**src/rtl/mem_dump_reader_pkg.sv**
```systemverilog
// Shared CPU-board definitions: reader FSM encoding and front-panel
// button debounce default.
package mem_dump_reader_pkg;

   localparam int DEBOUNCE_CYCLES_DEF = 5000;

   typedef enum logic [2:0] {
      S_IDLE,
      S_GRANT,
      S_READ,
      S_CAPTURE,
      S_SHOW
   } state_t;

endpackage

```
**src/rtl/mem_dump_reader_btn_pulse.sv**
```systemverilog
// Front-panel button conditioner: 2-flop synchroniser, debounce,
// and rising-edge one-shot.
module btn_pulse
   import mem_dump_reader_pkg::*;
#(
   parameter int CYCLES = DEBOUNCE_CYCLES_DEF
) (
   input  logic clk,
   input  logic rst_n,
   input  logic i_btn,
   output logic o_pulse
);

   localparam int CW = $clog2(CYCLES + 1);

   logic          r_s1;
   logic          r_s2;
   logic          r_lvl;
   logic          r_lvl_d;
   logic [CW-1:0] r_cnt;

   // Counter tracks consecutive samples that disagree with the level.
   always_ff @(posedge clk or negedge rst_n) begin
      if (!rst_n) begin
         r_s1    <= 1'b0;
         r_s2    <= 1'b0;
         r_lvl   <= 1'b0;
         r_lvl_d <= 1'b0;
         r_cnt   <= '0;
      end else begin
         r_s1    <= i_btn;
         r_s2    <= r_s1;
         r_lvl_d <= r_lvl;
         if (r_s2 == r_lvl) begin
            r_cnt <= '0;
         end else if (r_cnt == CW'(CYCLES - 1)) begin
            r_lvl <= r_s2;
            r_cnt <= '0;
         end else begin
            r_cnt <= r_cnt + CW'(1);
         end
      end
   end

   assign o_pulse = r_lvl & ~r_lvl_d;

endmodule

```
**src/rtl/mem_dump_reader.sv**
```systemverilog
// Front-panel data-memory dump reader: steals the memory port while
// the CPU is halted and shows one word per step press.
module mem_dump_reader
   import mem_dump_reader_pkg::*;
#(
   parameter int DEBOUNCE_CYCLES = DEBOUNCE_CYCLES_DEF,
   parameter int ADDR_W          = 8,
   parameter int DATA_W          = 16
) (
   input  logic              clk,
   input  logic              reset,
   input  logic              step,
   input  logic              run,
   input  logic [ADDR_W-1:0] cpu_addr,
   input  logic              cpu_we,
   input  logic [DATA_W-1:0] cpu_wdata,
   output logic [ADDR_W-1:0] mem_addr,
   output logic              mem_we,
   output logic [DATA_W-1:0] mem_wdata,
   input  logic [DATA_W-1:0] mem_rdata,
   output logic [ADDR_W-1:0] show_addr,
   output logic [DATA_W-1:0] show_data,
   output logic              valid,
   output logic              busy
);

   state_t            r_state;
   state_t            w_next;
   logic [ADDR_W-1:0] r_cur_addr;
   logic [ADDR_W-1:0] r_show_addr;
   logic [DATA_W-1:0] r_show_data;
   logic              r_valid;
   logic              w_step_pulse;
   logic              w_cpu_sel;
   logic              w_abort;

   btn_pulse #(
      .CYCLES (DEBOUNCE_CYCLES)
   ) u_btn (
      .clk     (clk),
      .rst_n   (reset),
      .i_btn   (step),
      .o_pulse (w_step_pulse)
   );

   assign w_abort = (r_state != S_IDLE) && run;

   always_ff @(posedge clk or negedge reset) begin
      if (!reset) r_state <= S_IDLE;
      else        r_state <= w_next;
   end

   always_comb begin
      w_next = r_state;
      if (w_abort) begin
         w_next = S_IDLE;
      end else begin
         unique case (r_state)
            S_IDLE:    if (!run) w_next = S_GRANT;
            S_GRANT:   w_next = S_READ;
            S_READ:    w_next = S_CAPTURE;
            S_CAPTURE: w_next = S_SHOW;
            S_SHOW:    if (w_step_pulse) w_next = S_GRANT;
            default:   w_next = S_IDLE;
         endcase
      end
   end

   always_ff @(posedge clk or negedge reset) begin
      if (!reset) begin
         r_cur_addr  <= '0;
         r_show_addr <= '0;
         r_show_data <= '0;
         r_valid     <= 1'b0;
      end else if (w_abort) begin
         r_valid <= 1'b0;
      end else if (r_state == S_CAPTURE) begin
         r_show_data <= mem_rdata;
         r_show_addr <= r_cur_addr;
         r_valid     <= 1'b1;
      end else if (r_state == S_SHOW && w_step_pulse) begin
         r_cur_addr <= r_cur_addr + ADDR_W'(1);
         r_valid    <= 1'b0;
      end
   end

   // run is in the select so the CPU regains the port the same cycle.
   always_comb begin
      w_cpu_sel = (r_state == S_IDLE) || run;
      mem_addr  = w_cpu_sel ? cpu_addr  : r_cur_addr;
      mem_we    = w_cpu_sel ? cpu_we    : 1'b0;
      mem_wdata = w_cpu_sel ? cpu_wdata : '0;
      busy      = (r_state == S_GRANT) ||
                  (r_state == S_READ)  ||
                  (r_state == S_CAPTURE);
   end

   assign show_addr = r_show_addr;
   assign show_data = r_show_data;
   assign valid     = r_valid;

endmodule

```
**config.mk**
```make
export PLATFORM = sky130hd
export DESIGN_NAME = mem_dump_reader
export DESIGN_NICKNAME = d
export VERILOG_FILES = /design/src/rtl/mem_dump_reader_pkg.sv /design/src/rtl/mem_dump_reader_btn_pulse.sv /design/src/rtl/mem_dump_reader.sv
export SDC_FILE = /design/constraint.sdc
export NUM_CORES = 1
export LEC_CHECK = 0
export CORE_ASPECT_RATIO = 1.4
export CORE_MARGIN = 2
export CORE_UTILIZATION = 39
export CTS_BUF_LIST = sky130_fd_sc_hd__clkbuf_16
export DETAILED_ROUTE_END_ITERATION = 12
export GPL_TIMING_DRIVEN = 0
export HOLD_SLACK_MARGIN = 0.03
export PLACE_DENSITY = 0.82
export SETUP_SLACK_MARGIN = 0.4
export SYNTH_ARGS = -nofsm -noshare
export SYNTH_HDL_FRONTEND = slang
export SYNTH_SLANG_ARGS = --single-unit
```
**constraint.sdc**
```tcl
create_clock -name clk -period 2 [get_ports clk]
set_clock_uncertainty 0.15 [all_clocks]
set_input_delay 0.4 -clock clk [delete_from_list [all_inputs] [get_ports clk]]
set_output_delay 0.4 -clock clk [all_outputs]
set_load 0.02 [all_outputs]
```
Yosys cells after proc, flatten, opt, wreduce, memory -nomap -nowiden

Cells that the tools add are included.
Widths: inputs -> output; s select.

Output and inout bits: 51
Bits in registers: 53
Word-level logic and storage cells: 49

Eq/ne operators: 8
Add/subtract/negate cells: 2
Multiplexer cells: 12
Reductions and logical operators: 12
Bitwise gates (word level): 5

Operators with widths:

| operator              | number |
|---|---|
| $mux 13               | 2 |
| $mux 16               | 1 |
| $pmux 3 s5            | 1 |
| $add 13x1->13 const B | 1 |
| $eq 13x13->1 const B  | 1 |
| $mux 3                | 3 |
| $add 8x1->8 const B   | 1 |
| $mux 8                | 1 |
| $eq 3x2->1 const B    | 2 |
| $ne 3x3->1 const B    | 2 |
| $reduce_and 2->1      | 3 |
| $reduce_bool 3->1     | 2 |
| $mux 1                | 4 |
| $not 1->1             | 4 |
| $eq 3x1->1 const B    | 1 |
| $eq 3x3->1 const B    | 1 |
| $logic_not 3->1       | 1 |
| $logic_or 1x1->1      | 3 |
| $reduce_and 3->1      | 1 |
| $logic_and 1x1->1     | 2 |
| $and 1x1->1           | 1 |
| $eq 1x1->1            | 1 |

Depth between registers and ports, before layout

Gate-level depths: netlist (run 1).

Depth in word-level cells: 6
Mapped depth: 6
Gate-level depth less buffers: 5

Modules after synthesis

From an unflattened synthesis (run 1), not the netlist that was laid out.

Cell total of the unflattened synthesis: 201
Area, all modules: 2452.4 um^2

Modules (own cells, without submodules):

| module          | times used | cells each | area an instance (um^2) |
|---|---|---|---|
| mem_dump_reader | 1          | 132        | 1699.1 |
| btn_pulse       | 1          | 69         | 753.2 |

Worst setup path after synthesis (run 1)

No wires, ideal clock.

Path type: input to output
From: input port run
To: output port mem_addr[4]
Buffers on the path: 2
Arrival time: 1.639 ns
Data required time: 1.450 ns
Setup slack: -0.189 ns
Cell stages on the path: 4
Cells stage by stage: clkbuf_1 -> nor2_1 -> clkbuf_1 -> mux2_2

Word-level cells in the longest chain between the ends: 2

Ends and longest elaborated chain:

| element          | RTL line              | text |
|---|---|---|
| start, declared  | mem_dump_reader.sv:13 | `input logic run,` |
| $logic_or 1x1->1 | mem_dump_reader.sv:89 | `w_cpu_sel = (r_state == S_IDLE) \|\| run;` |
| $mux 8           | mem_dump_reader.sv:90 | `mem_addr = w_cpu_sel ? cpu_addr : r_cur_addr;` |
| end, declared    | mem_dump_reader.sv:17 | `output logic [ADDR_W-1:0] mem_addr,` |

No other way between the ends.

Worst setup path after layout (run 1)

From: register r_state[0]
To: output port mem_addr[5]

Word-level cells in the longest chain between the ends: 3

Ends and longest elaborated chain:

| element                | RTL line              | text |
|---|---|---|
| start, declared        | mem_dump_reader.sv:27 | `state_t r_state;` |
| start signal, assigned | mem_dump_reader.sv:50 | `else r_state <= w_next;` |
| $logic_not 3->1        | mem_dump_reader.sv:89 |  |
| $logic_or 1x1->1       | mem_dump_reader.sv:89 |  |
| $mux 8                 | mem_dump_reader.sv:90 |  |

No other way between the ends.

==> summary.md, run 1 <==
| Metric | Value |
|---|---|
| Final RePlAce weighted congestion | 0.745 |
| Buffer depth of the longest clock path | 2 |
| CTS tree | done |
| CTS buffer count | 5 |
| DP Wirelength | 4.08 mm |
| First-pass GRT wire length | 9.94 mm |
| WL per Instance | 16.5 um |
| Pre-CTS setup slack | -527 ps |
| DRC | 0 |
| Layout cells sized above 1 | 46.2% |
| Hold Path Cell Cnt | 2 |
| R2r startpoint | u_btn.r_cnt[6]$_DFF_PN0_ |
| WS Path Type | flip-flop to output port |
| Antenna fix cells | 0 |
| Area growth syn-to-layout | 83.9% |
| Period minus WS final | 2180 ps |
| Synth cell count leaders | dfrtp_1 (53), mux2_2 (33), nor2_1 (21) |
| Vias | 2061 |
| Peak supply drop | 0.691 mV |
| Root buffer cell | clkbuf_16 |
| Endpoints failing setup | 25 |
| Max Slew Vio Count | 0 |
| Leak | 2.06 nW |
| Starting Density | 40.5% |
| Total Wirelength | 6.59 mm |
| Worst min-delay path class | input pin to flip-flop |
| Final setup margin | -185 ps |
| H-Tree Depth | 2 |
| DR iter-0 viols | 38 |
| Max Clock Freq | 458 MHz |
| FP Rows | 33 |
| CTS clk-pin slew, worst paths | 60 ps |
| Hold-critical path endpoint | r_state[1]$_DFFE_PN0P_ |
| Outcome | finished, violations left |
| CP max-delay cell | dfrtp_2 |
| Post-Syn Nets | 242 |
| I/O Buffers | 94 |
| TritonRoute pass-1 iters | 4 |
| Flops & latches, synth | 53 |
| R2R setup slack | 30 ps |
| Share of Yosys cell area claimed by the top area cell type | 55.8% |
| Synth Instances | 195 |
| Clk_lat worst skew | 290 ps |
| Delay-heaviest family, CP | flip-flops |
| Full die area | 6750 um2 |
| Vias in the first global route | 2086 |
| Drt via density | 5.17 |
| Cells on worst reg2reg path | 5 |
| Mapped cell area | 2380 um2 |
| Hold Path Origin | run |
| Die X | 70.0 um |
| Post-synth EDFFs | 0 |
| CP arrival | 1630 ps |
| Sink Count | 53 |
| Initial antenna violation count | 0 |
| Failing checks | setup timing |
| Worst rel slew slack | 69.8% |
| Post-synth cell types | 28 |
| Post-synthesis sequential area ratio | 55.8% |
| Design area | 4370 um2 |
| Tcrit/Tclk final | 109% |
| GRT Overall Usage | 18.6% |
| Std-Cell Core Area | 5860 um2 |
| Critical Path Sink Type | output port |
| Leading area contributor after synthesis | dfrtp_1 |
| Worst Tran Pin Value | 453 ps |
| Largest net degree at the start of global routing | 36 |
| CP startpoint | r_state[0]$_DFFE_PN0P_ |
| CP Cell Sequence | nor3_4 -> nor2_4 -> clkbuf_16 -> mux2_4 -> buf_6 |
| Remaining antenna violation count | 0 |
| CP required | 1450 ps |
| Top-Level Pins | 96 |
| Dpl cell area | 3620 um2 |
| Main flop type after synthesis | dfrtp_1 |
| Power per cell area | 801 nW/um2 |
| Max incr delay on CP | 430 ps |
| Syn_area_per_cell | 12.2 um2 |
| Most common cell in the netlist | dfrtp_1 |
| Ys Warns | 0 |
| Max-Cap Viols | 0 |
| Final hold vios | 0 |
| Die Y | 96.4 um |
| NumNets Final | 377 |
| Buf/Inv on CP | 2 |
| RSZ-0062 raised after global routing | true |
| Synth top area cells | dfrtp_1 (56%), mux2_2 (16%), xnor2_1 (5.5%) |
| RR Endpoint | u_btn.r_cnt[6]$_DFF_PN0_ |
| Startpoint Class | flip-flop |
| GRT overflow | 0 |
| Critical-path maximum fanout | 6 |
| Async S/R FF share, synth | 100% |
[layout make-up]
cell class	instances	area, um2
plain buffers	6	114
flip-flops and latches	53	1330
clock buffers	5	125
repair buffers	128	1310
clock inverters	1	5.00
inverters	1	3.75
multi-input cells	135	1400
fillers	383	1490
well taps	70	87.6
[cells by family after synthesis]
| kind of cell | share of synthesized area [%] |
|---|---|
| adder cells (fa/ha/maj) | 1.05 |
| multiplexers | 16.3 |
| buffers and inverters | 1.53 |
| AO/OA/AOI/OAI | 1.16 |
| XOR/XNOR | 7.37 |
| AND/OR/NAND/NOR | 16.8 |
| flip-flops | 55.8 |
[registers in the layout, summed over array words and instances (netlist names)]
name and flops:
show_data 16, u_btn.r_lvl 1, r_state 3, u_btn.r_s1 1
u_btn.r_lvl_d 1, u_btn.r_s2 1, u_btn.r_cnt 13, r_cur_addr 8
show_addr 8, valid 1
[report_power, final]
part / switching (mW) / total, mW / internal (mW)
clock network: 0.350 / 0.798 / 0.448
registers: 0.0984 / 1.35 / 1.25
logic: 0.610 / 1.36 / 0.746
[metrics by stage]
step / total power [mW] / hold slack [ps] / instances / TNS (ps) / util, %
global placement: 2.56 / 184 / 359 / -75300 / 61.6
detailed placement: 2.60 / 193 / 360 / -14740 / 61.8
floorplan: 1.98 / -45.6 / 195 / 0 / -
finish: 3.50 / 203 / 399 / -3530 / 74.6
global route: 3.65 / 204 / 399 / -4610 / 74.6
CTS: 3.39 / 195 / 389 / -3210 / 69.4
[how the worst max path moves through the flow]
stage / endpoint / slack, ps / cells past startpoint
3_3_place_gp: r_state[1]$_DFFE_PN0P_ / -1180 / 1
5_1_grt: mem_addr[5] / -220 / 5
6_report: mem_addr[5] / -180 / 5
4_1_cts: mem_addr[5] / -180 / 5
2_1_floorplan: u_btn.r_lvl$_DFFE_PN0P_ / 110 / 3
3_5_place_dp: mem_addr[4] / -530 / 5
[cells in the final DEF (no fill, tap or decap), drive strengths merged, types with 6 or more instances in the layout]
cell type / count
clkbuf: 10
dfrtp: 53
nand4: 7
xnor2: 15
clkdlybuf4s50: 42
dlygate4sd2: 24
nand2: 7
nor3: 6
buf: 61
mux2: 34
nor2: 21
nor2b: 18
[metal layers]
| metal | track usage, % | up-vias | wire length (um) |
|---|---|---|---|
| met2 | 36.2 | 96 | 3570 |
| met5 | 0 | - | 0 |
| met4 | 5.29 | 0 | 63 |
| li1 | - | 937 | - |
| met3 | 5.08 | 7 | 434 |
| met1 | 19.7 | 1021 | 2530 |
[repair_timing]
item,4_1_cts,5_1_grt
endpoints found under the hold margin,18,0
hold buffers,1,0
cloned,3,1
setup endpoints to repair,96,72
resized for setup,214,56
pin swaps,7,6
buffers inserted,19,9
(Power assumes the default switching activity.)
==> run 2, diff against run 1 <==
--- a/config.mk
+++ b/config.mk
@@ -16,4 +16,5 @@
 export SETUP_SLACK_MARGIN = 0.4
 export SYNTH_ARGS = -nofsm -noshare
 export SYNTH_HDL_FRONTEND = slang
+export SYNTH_HIERARCHICAL = 1
 export SYNTH_SLANG_ARGS = --single-unit
==> run 2 against run 1 <==
Synthesized cell count increased by 3.1%. Highest routed layer unchanged. Sequential power hardly changed. Combinational power up 5%. Power is 3.0% higher. Area after synthesis grew 3.2%. Largest power group unchanged. Sequential cell count is the same. The flow still finishes with violations (setup timing). Critical path depth rose by 1. Sequential share of layout area shrank 2.2 points. Via count is 4.4% higher. Critical endpoint is now mem_addr[3]. First-iteration DRC count is 58% higher.
==> summary.md, run 2 <==
| Metric | Value |
|---|---|
| Max Clock Freq | 449 MHz (-1.9%) |
| Post-synth EDFFs | 0 (unchanged) |
| Post-Syn Nets | 248 (+2.5%) |
| Largest net degree at the start of global routing | 30 (-17%) |
| Period minus WS final | 2230 ps (+42.0 ps) |
| Final RePlAce weighted congestion | 0.818 (+9.8%) |
| Worst Tran Pin Value | 614 ps (+161 ps) |
| Final setup margin | -227 ps (-42.0 ps) |
| Clk_lat worst skew | 280 ps (about the same) |
| CP startpoint | r_state[2]$_DFFE_PN0P_ |
| Main flop type after synthesis | dfrtp_1 |
| TritonRoute pass-1 iters | 4 (unchanged) |
| Full die area | 6950 um2 (+3.0%) |
| H-Tree Depth | 2 (unchanged) |
| Post-synthesis sequential area ratio | 54.1% (-1.7 points) |
| Total Wirelength | 7.88 mm (+20%) |
| Startpoint Class | flip-flop |
| CP arrival | 1680 ps (+50 ps) |
| Layout Cells excl Fill | 418 (+4.8%) |
| Drt via density | 5.15 (-0.33%) |
| Area growth syn-to-layout | 92.0% |
| Pre-CTS setup slack | -469 ps (+58.6 ps) |
| Syn_area_per_cell | 12.2 um2 (about the same) |
| Design area | 4710 um2 (+7.7%) |
| DRC | 0 (unchanged) |
| Die X | 71.0 um (+1.5%) |
| Dpl cell area | 3730 um2 (+2.8%) |
| Post-synth cell types | 35 (+25%) |
| Synth cell count leaders | dfrtp_1 (53), mux2_2 (32), nor2b_1 (20) |
| Top-Level Pins | 96 (unchanged) |
| Synth Instances | 201 (+3.1%) |
| Peak supply drop | 0.755 mV (+9.2%) |
| Endpoints failing setup | 25 (unchanged) |
| Mapped cell area | 2450 um2 (+3.2%) |
| Layout Utilization | 76.3% (+1.7 points) |
| Most frequent cells in the layout | dfrtp_1 (51), buf_6 (43), clkdlybuf4s50_1 (42) |
| Power per cell area | 766 nW/um2 (-4.4%) |
| I/O Buffers | 94 (unchanged) |
| Max-Cap Viols | 0 (unchanged) |
| DP Wirelength | 4.34 mm (+6.4%) |
| WS Path Type | flip-flop to output port |
| Flip-flop count of the largest register after layout | 16 (unchanged) |
| CTS clk-pin slew, worst paths | 70 ps (about the same) |
| CTS buffer count | 5 (unchanged) |
| Hold Path Origin | run |
| GRT overflow | 0 (unchanged) |
| Placed cells | 368 (+2.2%) |
| Leak | 2.20 nW (+7.1%) |
| Worst min-delay path class | input pin to flip-flop |
| GRT Overall Usage | 21.1% (+2.4 points) |
| RSZ-0062 raised after global routing | true |
| Vias in the first global route | 2313 (+11%) |
| Std-Cell Core Area | 6170 um2 (+5.2%) |
| Sink Count | 53 (unchanged) |
| Synth top area cells | dfrtp_1 (54%), mux2_2 (15%), nor2b_1 (5.1%) |
| Final hold vios | 0 (unchanged) |
| Setup TNS | -3610 ps (-88.6 ps) |
| Flops & latches, synth | 53 (unchanged) |
| Die Y | 97.8 um (+1.5%) |
| Critical-path maximum fanout | 6 (unchanged) |
| Ys Warns | 6 (+6) |
| First-pass GRT wire length | 11.5 mm (+16%) |
| Most common cell after layout, fill and taps aside | dfrtp_1 |
| CTS tree | done |
| Failing checks | setup timing |
| Outcome | finished, violations left |
| Starting Density | 39.8% (-0.79 points) |
| DR iter-0 viols | 60 (+58%) |
| Fin Hold WS | 198 ps (-5.31 ps) |
| Tcrit/Tclk final | 111% (+2.1 points) |
| Root buffer cell | clkbuf_16 |
| Share of Yosys cell area claimed by the top area cell type | 54.1% (-1.7 points) |
| Layout cells sized above 1 | 51.2% (+5.0 points) |
| Async S/R FF share, synth | 100% (unchanged) |
| Max Slew Vio Count | 0 (unchanged) |
| FP Rows | 34 (+3.0%) |
| Initial antenna violation count | 0 (unchanged) |
| Leading area contributor after synthesis | dfrtp_1 |
| Critical Path Sink Type | output port |
| Total Power | 3.61 mW (+3.0%) |
| WL per Instance | 18.8 um (+14%) |
| Vias | 2152 (+4.4%) |
| R2r startpoint | u_btn/r_cnt[6]$_DFF_PN0_ |
| Most common cell in the netlist | dfrtp_1 |
| Antenna fix cells | 0 (unchanged) |
| Buffer depth of the longest clock path | 2 (unchanged) |
| Worst rel slew slack | 59.1% (-11 points) |
| NumNets Final | 393 (+4.2%) |
| Remaining antenna violation count | 0 (unchanged) |
| CP required | 1450 ps (about the same) |
## run 2: changes by cell type in the layout (fill, tap and decap cells not counted), moves of 3 or more
cell / delta
buf_4: +3
buf_6: +8
clkbuf_16: -3
mux2_2: -5
mux2_4: +5
nand3_1: -3
nand4_1: -3
nor2_1: -3
nor3_4: +3
xnor2_1: -4
## run 2: path summary, 6_finish.rpt
path | to | cells past startpoint | slack (ps)
min in group asynchronous | u_btn/r_s1$_DFF_PN0_ | 2 | 510
worst max register to register | u_btn/r_cnt[6]$_DFF_PN0_ | 5 | 30
max in group asynchronous | u_btn/r_cnt[3]$_DFF_PN0_ | 3 | 610
worst min-delay path | r_state[1]$_DFFE_PN0P_ | 2 | 200
worst min register to register | u_btn/r_s2$_DFF_PN0_ | 0 | 210
worst max-delay path | mem_addr[3] | 6 | -230
## run 2: area by class of cell
type | count | area, um2
timing repair buffer | 138 | 1420
clock inverter | 2 | 11.3
tap | 72 | 90.1
fill | 357 | 1460
inverter | 3 | 11.3
sequential | 53 | 1330
clock buffer | 5 | 125
multi-input combinational | 137 | 1590
buffer | 8 | 128
## run 2: repair_timing
action	4_1_cts	5_1_grt
cloned	4	0
buffers inserted	27	11
endpoints found under the hold margin	24	0
gates resized for setup	239	55
hold buffers	1	0
pin swaps	18	13
endpoints found under the setup margin	95	75
## run 2: worst max-delay path: stages, from the launching register on
cell and delay, ps:
dfrtp_1 370, buf_6 120, nor3_4 220, nor2_4 100, buf_6 140, mux2_4 300
buf_6 130
## run 2: cell families (layout without fill, tap and decap cells)
logic type               count (synthesis)  in the layout  share of synthesized area [%]
AO/OA/AOI/OAI                            4              4                           1.38
buffers and inverters                   11            156                           2.81
flip-flops                              53             53                           54.1
multiplexers                            34             34                           15.8
AND/OR/NAND/NOR                         77             77                           17.8
XOR/XNOR                                20             20                           7.14
adder cells (fa/ha/maj)                  2              2                           1.02
## run 2: layer usage
metal | track usage, % | vias to the layer above | part of all wire (%)
met5 | 0 | - | 0
met4 | 8.27 | 0 | 2.4
li1 | - | 970 | -
met3 | 3.82 | 12 | 5.6
met1 | 20.9 | 1076 | 35
met2 | 41.6 | 94 | 57
## run 2: where the power goes
group,internal (mW),switching [mW]
registers,1.25,0.106
logic,0.777,0.656
clock network,0.453,0.364
==> run 3, diff against run 2 <==
--- a/config.mk
+++ b/config.mk
@@ -5,12 +5,10 @@
 export SDC_FILE = /design/constraint.sdc
 export NUM_CORES = 1
 export LEC_CHECK = 0
-export CORE_ASPECT_RATIO = 1.4
 export CORE_MARGIN = 2
 export CORE_UTILIZATION = 39
 export CTS_BUF_LIST = sky130_fd_sc_hd__clkbuf_16
 export DETAILED_ROUTE_END_ITERATION = 12
-export GPL_TIMING_DRIVEN = 0
 export HOLD_SLACK_MARGIN = 0.03
 export PLACE_DENSITY = 0.82
 export SETUP_SLACK_MARGIN = 0.4
@@ -18,3 +16,4 @@
 export SYNTH_HDL_FRONTEND = slang
 export SYNTH_HIERARCHICAL = 1
 export SYNTH_SLANG_ARGS = --single-unit
+export TNS_END_PERCENT = 30
==> run 3 against run 2 <==
The flow still finishes with violations (setup timing). Hold slack improved by 9.1 ps. Power decreased by 4.7%. Sequential power about the same. Via count decreased by 7.2%. Die area decreased by 0.14%. Setup slack improved by 91 ps. Combinational power decreased by 9.8%. Final area decreased by 11%. Non-clock buffer count decreased by 28. Critical path depth unchanged. Final cell count decreased by 5.7%. Sequential cell count unchanged.
==> summary.md, run 3 (synthesis gave the netlist of run 2 again) <==
| Metric | Value |
|---|---|
| GRT Overall Usage | 18.0% (-3.1 points) |
| Most frequent cells in the layout | dfrtp_1 (53), clkdlybuf4s50_1 (42), mux2_4 (29) |
| Initial antenna violation count | 0 (unchanged) |
| Hold Path Origin | u_btn/r_s1$_DFF_PN0_ |
| Period minus WS final | 2140 ps (-90.8 ps) |
| Flip-flop count of the largest register after layout | 16 (unchanged) |
| Most common cell after layout, fill and taps aside | dfrtp_1 |
| Largest net degree at the start of global routing | 34 (+13%) |
| Vias in the first global route | 2112 (-8.7%) |
| DR iter-0 viols | 147 (+150%) |
| GRT overflow | 0 (unchanged) |
| Vias | 1998 (-7.2%) |
| Tcrit/Tclk final | 107% (-4.5 points) |
| Final setup margin | -136 ps (+90.8 ps) |
| Layout Cells excl Fill | 394 (-5.7%) |
| Leak | 1.95 nW (-11%) |
| CTS clk-pin slew, worst paths | 70 ps (about the same) |
| Hold-critical path endpoint | u_btn/r_s2$_DFF_PN0_ |
| FILL cells | 408 (+14%) |
| Hold Path Cell Cnt | 0 (-2) |
| Worst min-delay path class | flip-flop to flip-flop |
| Buffer depth of the longest clock path | 2 (unchanged) |
| Power per cell area | 824 nW/um2 (+7.4%) |
| Pre-CTS setup slack | -622 ps (-154 ps) |
| Final hold vios | 0 (unchanged) |
| Max-Cap Viols | 0 (unchanged) |
| CP arrival | 1590 ps (-90 ps) |
| Outcome | finished, violations left |
| Startpoint Class | flip-flop |
| Die Y | 83.3 um (-15%) |
| CP required | 1450 ps (about the same) |
| Critical-path maximum fanout | 9 (+3) |
| RR Endpoint | u_btn/r_lvl$_DFFE_PN0P_ |
| WL per Instance | 15.9 um (-16%) |
| RSZ-0062 raised after global routing | true |
| Layout cells sized above 1 | 40.8% (-10 points) |
| R2R setup slack | 20 ps (about the same) |
| Full die area | 6940 um2 (-0.14%) |
| Worst Tran Pin Value | 686 ps (+72.1 ps) |
| Root buffer cell | clkbuf_16 |
| Clk_lat worst skew | 280 ps (about the same) |
| Placed cells | 382 (+3.8%) |
| FP Rows | 28 (-18%) |
| Worst rel slew slack | 54.1% (-5.0 points) |
| DRC | 0 (unchanged) |
| Critical Path Sink Type | output port |
| CTS buffer count | 5 (unchanged) |
| Fin Hold WS | 207 ps (+9.12 ps) |
| Total Wirelength | 6.27 mm (-20%) |
| Antenna fix cells | 0 (unchanged) |
| Final RePlAce weighted congestion | 0.761 (-7.1%) |
| Std-Cell Core Area | 5990 um2 (-2.9%) |
| Failing checks | setup timing |
| H-Tree Depth | 2 (unchanged) |
| Sink Count | 53 (unchanged) |
| Peak supply drop | 0.711 mV (-5.7%) |
| Drt via density | 5.07 (-1.5%) |
| Cells on worst reg2reg path | 3 (-2) |
| DP Wirelength | 4.22 mm (-2.9%) |
| Max Slew Vio Count | 0 (unchanged) |
| Starting Density | 40.9% (+1.2 points) |
| TritonRoute pass-1 iters | 4 (unchanged) |
| R2r startpoint | u_btn/r_cnt[10]$_DFF_PN0_ |
| I/O Buffers | 95 (+1.1%) |
| WS Path Type | flip-flop to output port |
| Die X | 83.3 um (+17%) |
| Remaining antenna violation count | 0 (unchanged) |
| Max Clock Freq | 468 MHz (+4.3%) |
| Endpoints failing setup | 24 (-4.0%) |
| Area growth syn-to-layout | 70.3% |
| Top-Level Pins | 96 (unchanged) |
| NumNets Final | 366 (-6.9%) |
| First-pass GRT wire length | 10.3 mm (-11%) |
| CTS tree | done |
[run 3: changes by cell type in the layout (fill, tap and decap cells not counted), moves of 3 or more]
| cell | previous run | this run |
|---|---|---|
| nor2_2 | 2 | 6 |
| xnor2_1 | 10 | 13 |
| mux2_2 | 0 | 5 |
| nor2_1 | 3 | 6 |
| nor2b_1 | 0 | 4 |
| nor2_4 | 14 | 7 |
| mux2_4 | 34 | 29 |
| xnor2_2 | 3 | 0 |
| buf_6 | 43 | 23 |
| nor2b_4 | 20 | 14 |
| buf_8 | 6 | 1 |
[run 3: area by class of cell]
class,instances,area (um2),share of cell area (%)
timing repair buffer,118,1180,28.3
multi-input combinational,138,1430,34.2
inverter,3,11.3,0.270
sequential,53,1330,31.8
tap,75,93.8,2.25
clock inverter,2,7.51,0.180
clock buffer,5,125,3.00
[run 3: repair_timing]
action / CTS / global route
pin swaps: 15 / 18
hold buffers: 1 / 0
gates resized for setup: 222 / 25
cloned: 1 / 0
endpoints found under the hold margin: 20 / 0
buffers inserted: 2 / 1
setup endpoints to repair: 95 / 72
[run 3: how the worst max path moves through the flow]
| stage | from | to | slack, ps |
|---|---|---|---|
| floorplan | u_btn/r_cnt[10]$_DFF_PN0_ | u_btn/r_lvl$_DFFE_PN0P_ | 110 |
| global placement | run | mem_addr[0] | -600 |
| detailed placement | run | mem_addr[2] | -620 |
| CTS | r_state[2]$_DFFE_PN0P_ | mem_addr[5] | -120 |
| global route | r_state[0]$_DFFE_PN0P_ | mem_wdata[4] | -200 |
| finish | r_state[0]$_DFFE_PN0P_ | mem_wdata[4] | -140 |
[run 3: power breakdown]
group | switching (mW) | total [mW] | internal (mW)
Sequential | 0.104 | 1.36 | 1.25
Clock | 0.346 | 0.794 | 0.448
Combinational | 0.596 | 1.29 | 0.691
Total | 1.05 | 3.44 | 2.39
[run 3: critical path: stages, from the launching register on]
cell	delay (ps)
dfrtp_1	420
nor3_4	230
nor2_4	70
buf_12	150
buf_12	150
nor2b_1	130
buf_4	160
[run 3: per-layer routing]
layer	up-vias	wire, um	track usage, %	part of all wire (%)
met5	-	0	0	0
met4	0	68	4.77	1.1
met3	8	458	5.27	7.3
met2	87	3140	30.1	50
met1	988	2610	22.8	42
li1	915	-	-	-
[run 3: per-stage QoR]
step	power (mW)	util (%)	setup TNS (ps)	cell area, um2
global route	3.59	69.7	-3390	4180
CTS	3.44	68.1	-1810	4080
finish	3.44	69.7	-2070	4180
detailed placement	2.62	62.5	-16190	3740
floorplan	1.98	-	0	2590
global placement	2.59	62.5	-15240	3740
==> patch: new RTL, config.mk and constraints of run 1 <==
Set the parameter `ADDR_W` to 6 (it was 8).
--- a/src/rtl/mem_dump_reader.sv
+++ b/src/rtl/mem_dump_reader.sv
@@ -4,7 +4,7 @@
    import mem_dump_reader_pkg::*;
 #(
    parameter int DEBOUNCE_CYCLES = DEBOUNCE_CYCLES_DEF,
-   parameter int ADDR_W          = 8,
+   parameter int ADDR_W          = 6,
    parameter int DATA_W          = 16
 ) (
    input  logic              clk,
Interface: changed (resized cpu_addr, mem_addr and show_addr); port bits go from 96 to 90. The function was not compared with the original's and may differ.
==> patch against run 1 <==
- the run still ends with setup timing left
- cell area shrank 9.3%
- setup slack gained 35 ps
- count of clock-buffer cells in the layout is the same
- sequential cell count shrank 4
- routed wire length shrank 2.6%
- global-route usage grew 1.6 points
- combinational power shrank 12%
- power shrank 3.1%
- core utilization shrank 3.3 points
- area after synthesis shrank 4.8%
- critical path type unchanged
- largest power group is now registers
- highest routed layer unchanged
==> patch: results (changes against run 1) <==
[global_route]
first_global_vias=2082  ; was 2086
grt_pass1_wl_um=9604  ; was 9936 um
antenna_found_initial=0  ; unchanged
gr-usage-all-layers_pct=20.24  ; was 18.63%
grt_max_degree=31  ; was 36

[run_status]
violations=setup timing  ; unchanged
status=finished, violations left  ; unchanged

[power]
ir_worst_vdd_mv=0.7438  ; was 0.6911 mV
power.leakage_nw=1.803  ; was 2.055 nW

[timing]
timing.max_slew.rel_slack_pct=66.87  ; was 69.79%
finalSetupViolations=21  ; was 25
fin_setup_tns_ps=-2288  ; was -3526 ps
layout_setup_ws_ps=-149.1  ; was -184.6 ps

[min_path]
min_path_type=reg2reg  ; was in2reg

[synthesis]
synth_area_leaders=dfrtp_1, mux2_2, nor2b_1  ; was dfrtp_1, mux2_2, xnor2_1
synth_fa_ha_area_share_pct=1.106  ; was 1.053%
synth.distinct_cells=33  ; was 28
synth_fp_nets=233  ; was 242
seq_area_frac_synth_pct=54.20  ; was 55.79%
synth.top_cells.by_count=dfrtp_1, mux2_2, nor2b_1, nor2_1, a21oi_1  ; was dfrtp_1, mux2_2, nor2_1, nor2b_1, xnor2_1
synth_mux_area_share_pct=14.93  ; was 16.26%
synth_compound_area_share_pct=6.692  ; was 1.158%
synthXorXnorAreaFrac_pct=3.872  ; was 7.368%

[route]
drtIter0Drc=42  ; was 38
vias_per_cell=5.130  ; was 5.165
wl_per_cell_um=16.71  ; was 16.51 um

[placement]
gp_congestion=0.7624  ; was 0.7452
numPortBuffers=88  ; was 94
dpl.hpwl_um=4001  ; was 4081 um

[clock_network]
cts-root-buf=clkbuf_16  ; unchanged

[finish]
layout-drive-gt1-share_pct=43.99  ; was 46.20%
fill_cells=370  ; was 383

[setup_path]
crit_arrival_ps=1600  ; was 1630 ps
path_max_fanout=8  ; was 6

patch: cell types whose count changed in the layout (fill, tap and decap cells not counted), sizes merged, moves of 4 or more:
cell,delta
a21oi,+6
dfrtp,-4
mux2,-4
nor2,-12
o31ai,+4
or3,+4
xnor2,-8
patch: final timing paths:
kind	start	to	slack [ps]	cells after the start
hold / removal	u_btn.r_s1$_DFF_PN0_	u_btn.r_s2$_DFF_PN0_	220	0
max in group asynchronous	reset	u_btn.r_cnt[3]$_DFF_PN0_	700	3
setup / recovery	r_state[1]$_DFFE_PN0P_	mem_addr[2]	-150	5
min in group asynchronous	reset	valid$_DFFE_PN0P_	470	2
hold reg to reg	u_btn.r_s1$_DFF_PN0_	u_btn.r_s2$_DFF_PN0_	220	0
setup reg to reg	r_state[2]$_DFFE_PN0P_	show_data[9]$_DFFE_PN0P_	50	5
patch: worst max-delay path, cell delays in order, from the launching register on:
cell     delay [ps]
dfrtp_2         450
nor3_4          210
nor2_4           70
buf_6           150
mux2_4          300
buf_6           140
patch: power by group:
group | internal [mW] | leakage [nW] | switching, mW
Sequential | 1.17 | 0.636 | 0.0981
Clock | 0.581 | 0.0826 | 0.346
Combinational | 0.608 | 1.08 | 0.589
Total | 2.36 | 1.80 | 1.03
patch: metal layers:
layer | up-vias | track usage [%] | share of wire (%)
met5 | - | 0 | 0
met2 | 86 | 36.65 | 57
met3 | 11 | 4.916 | 7.1
li1 | 927 | - | -
met4 | 0 | 10.00 | 2.3
met1 | 946 | 20.82 | 34
patch: timing repair:
| action | CTS | global route |
|---|---|---|
| gates resized for setup | 186 | 17 |
| endpoints found under the setup margin | 89 | 66 |
| endpoints found under the hold margin | 19 | 0 |
| pin swaps | 6 | 4 |
| hold buffers | 1 | 0 |
| gates cloned | 2 | 0 |
| buffers inserted | 21 | 7 |
patch: metrics by stage:
| stage | area (um^2) | cells |
|---|---|---|
| global placement | 3393 | 344 |
| finish | 3965 | 384 |
| detailed placement | 3408 | 345 |
| global route | 3965 | 384 |
| CTS | 3852 | 377 |
| floorplan | 2427 | 188 |
patch: final cells by class:
cell class	count	area (um^2)	share of cell area (%)
Tap cell	68	85.08	2.146
Buffer	8	85.08	2.146
Inverter	3	11.26	0.2840
Multi-Input combinational cell	128	1236	31.18
Clock buffer	5	125.1	3.156
Timing Repair Buffer	120	1154	29.09
Sequential cell	49	1231	31.05
Clock inverter	3	37.54	0.9467
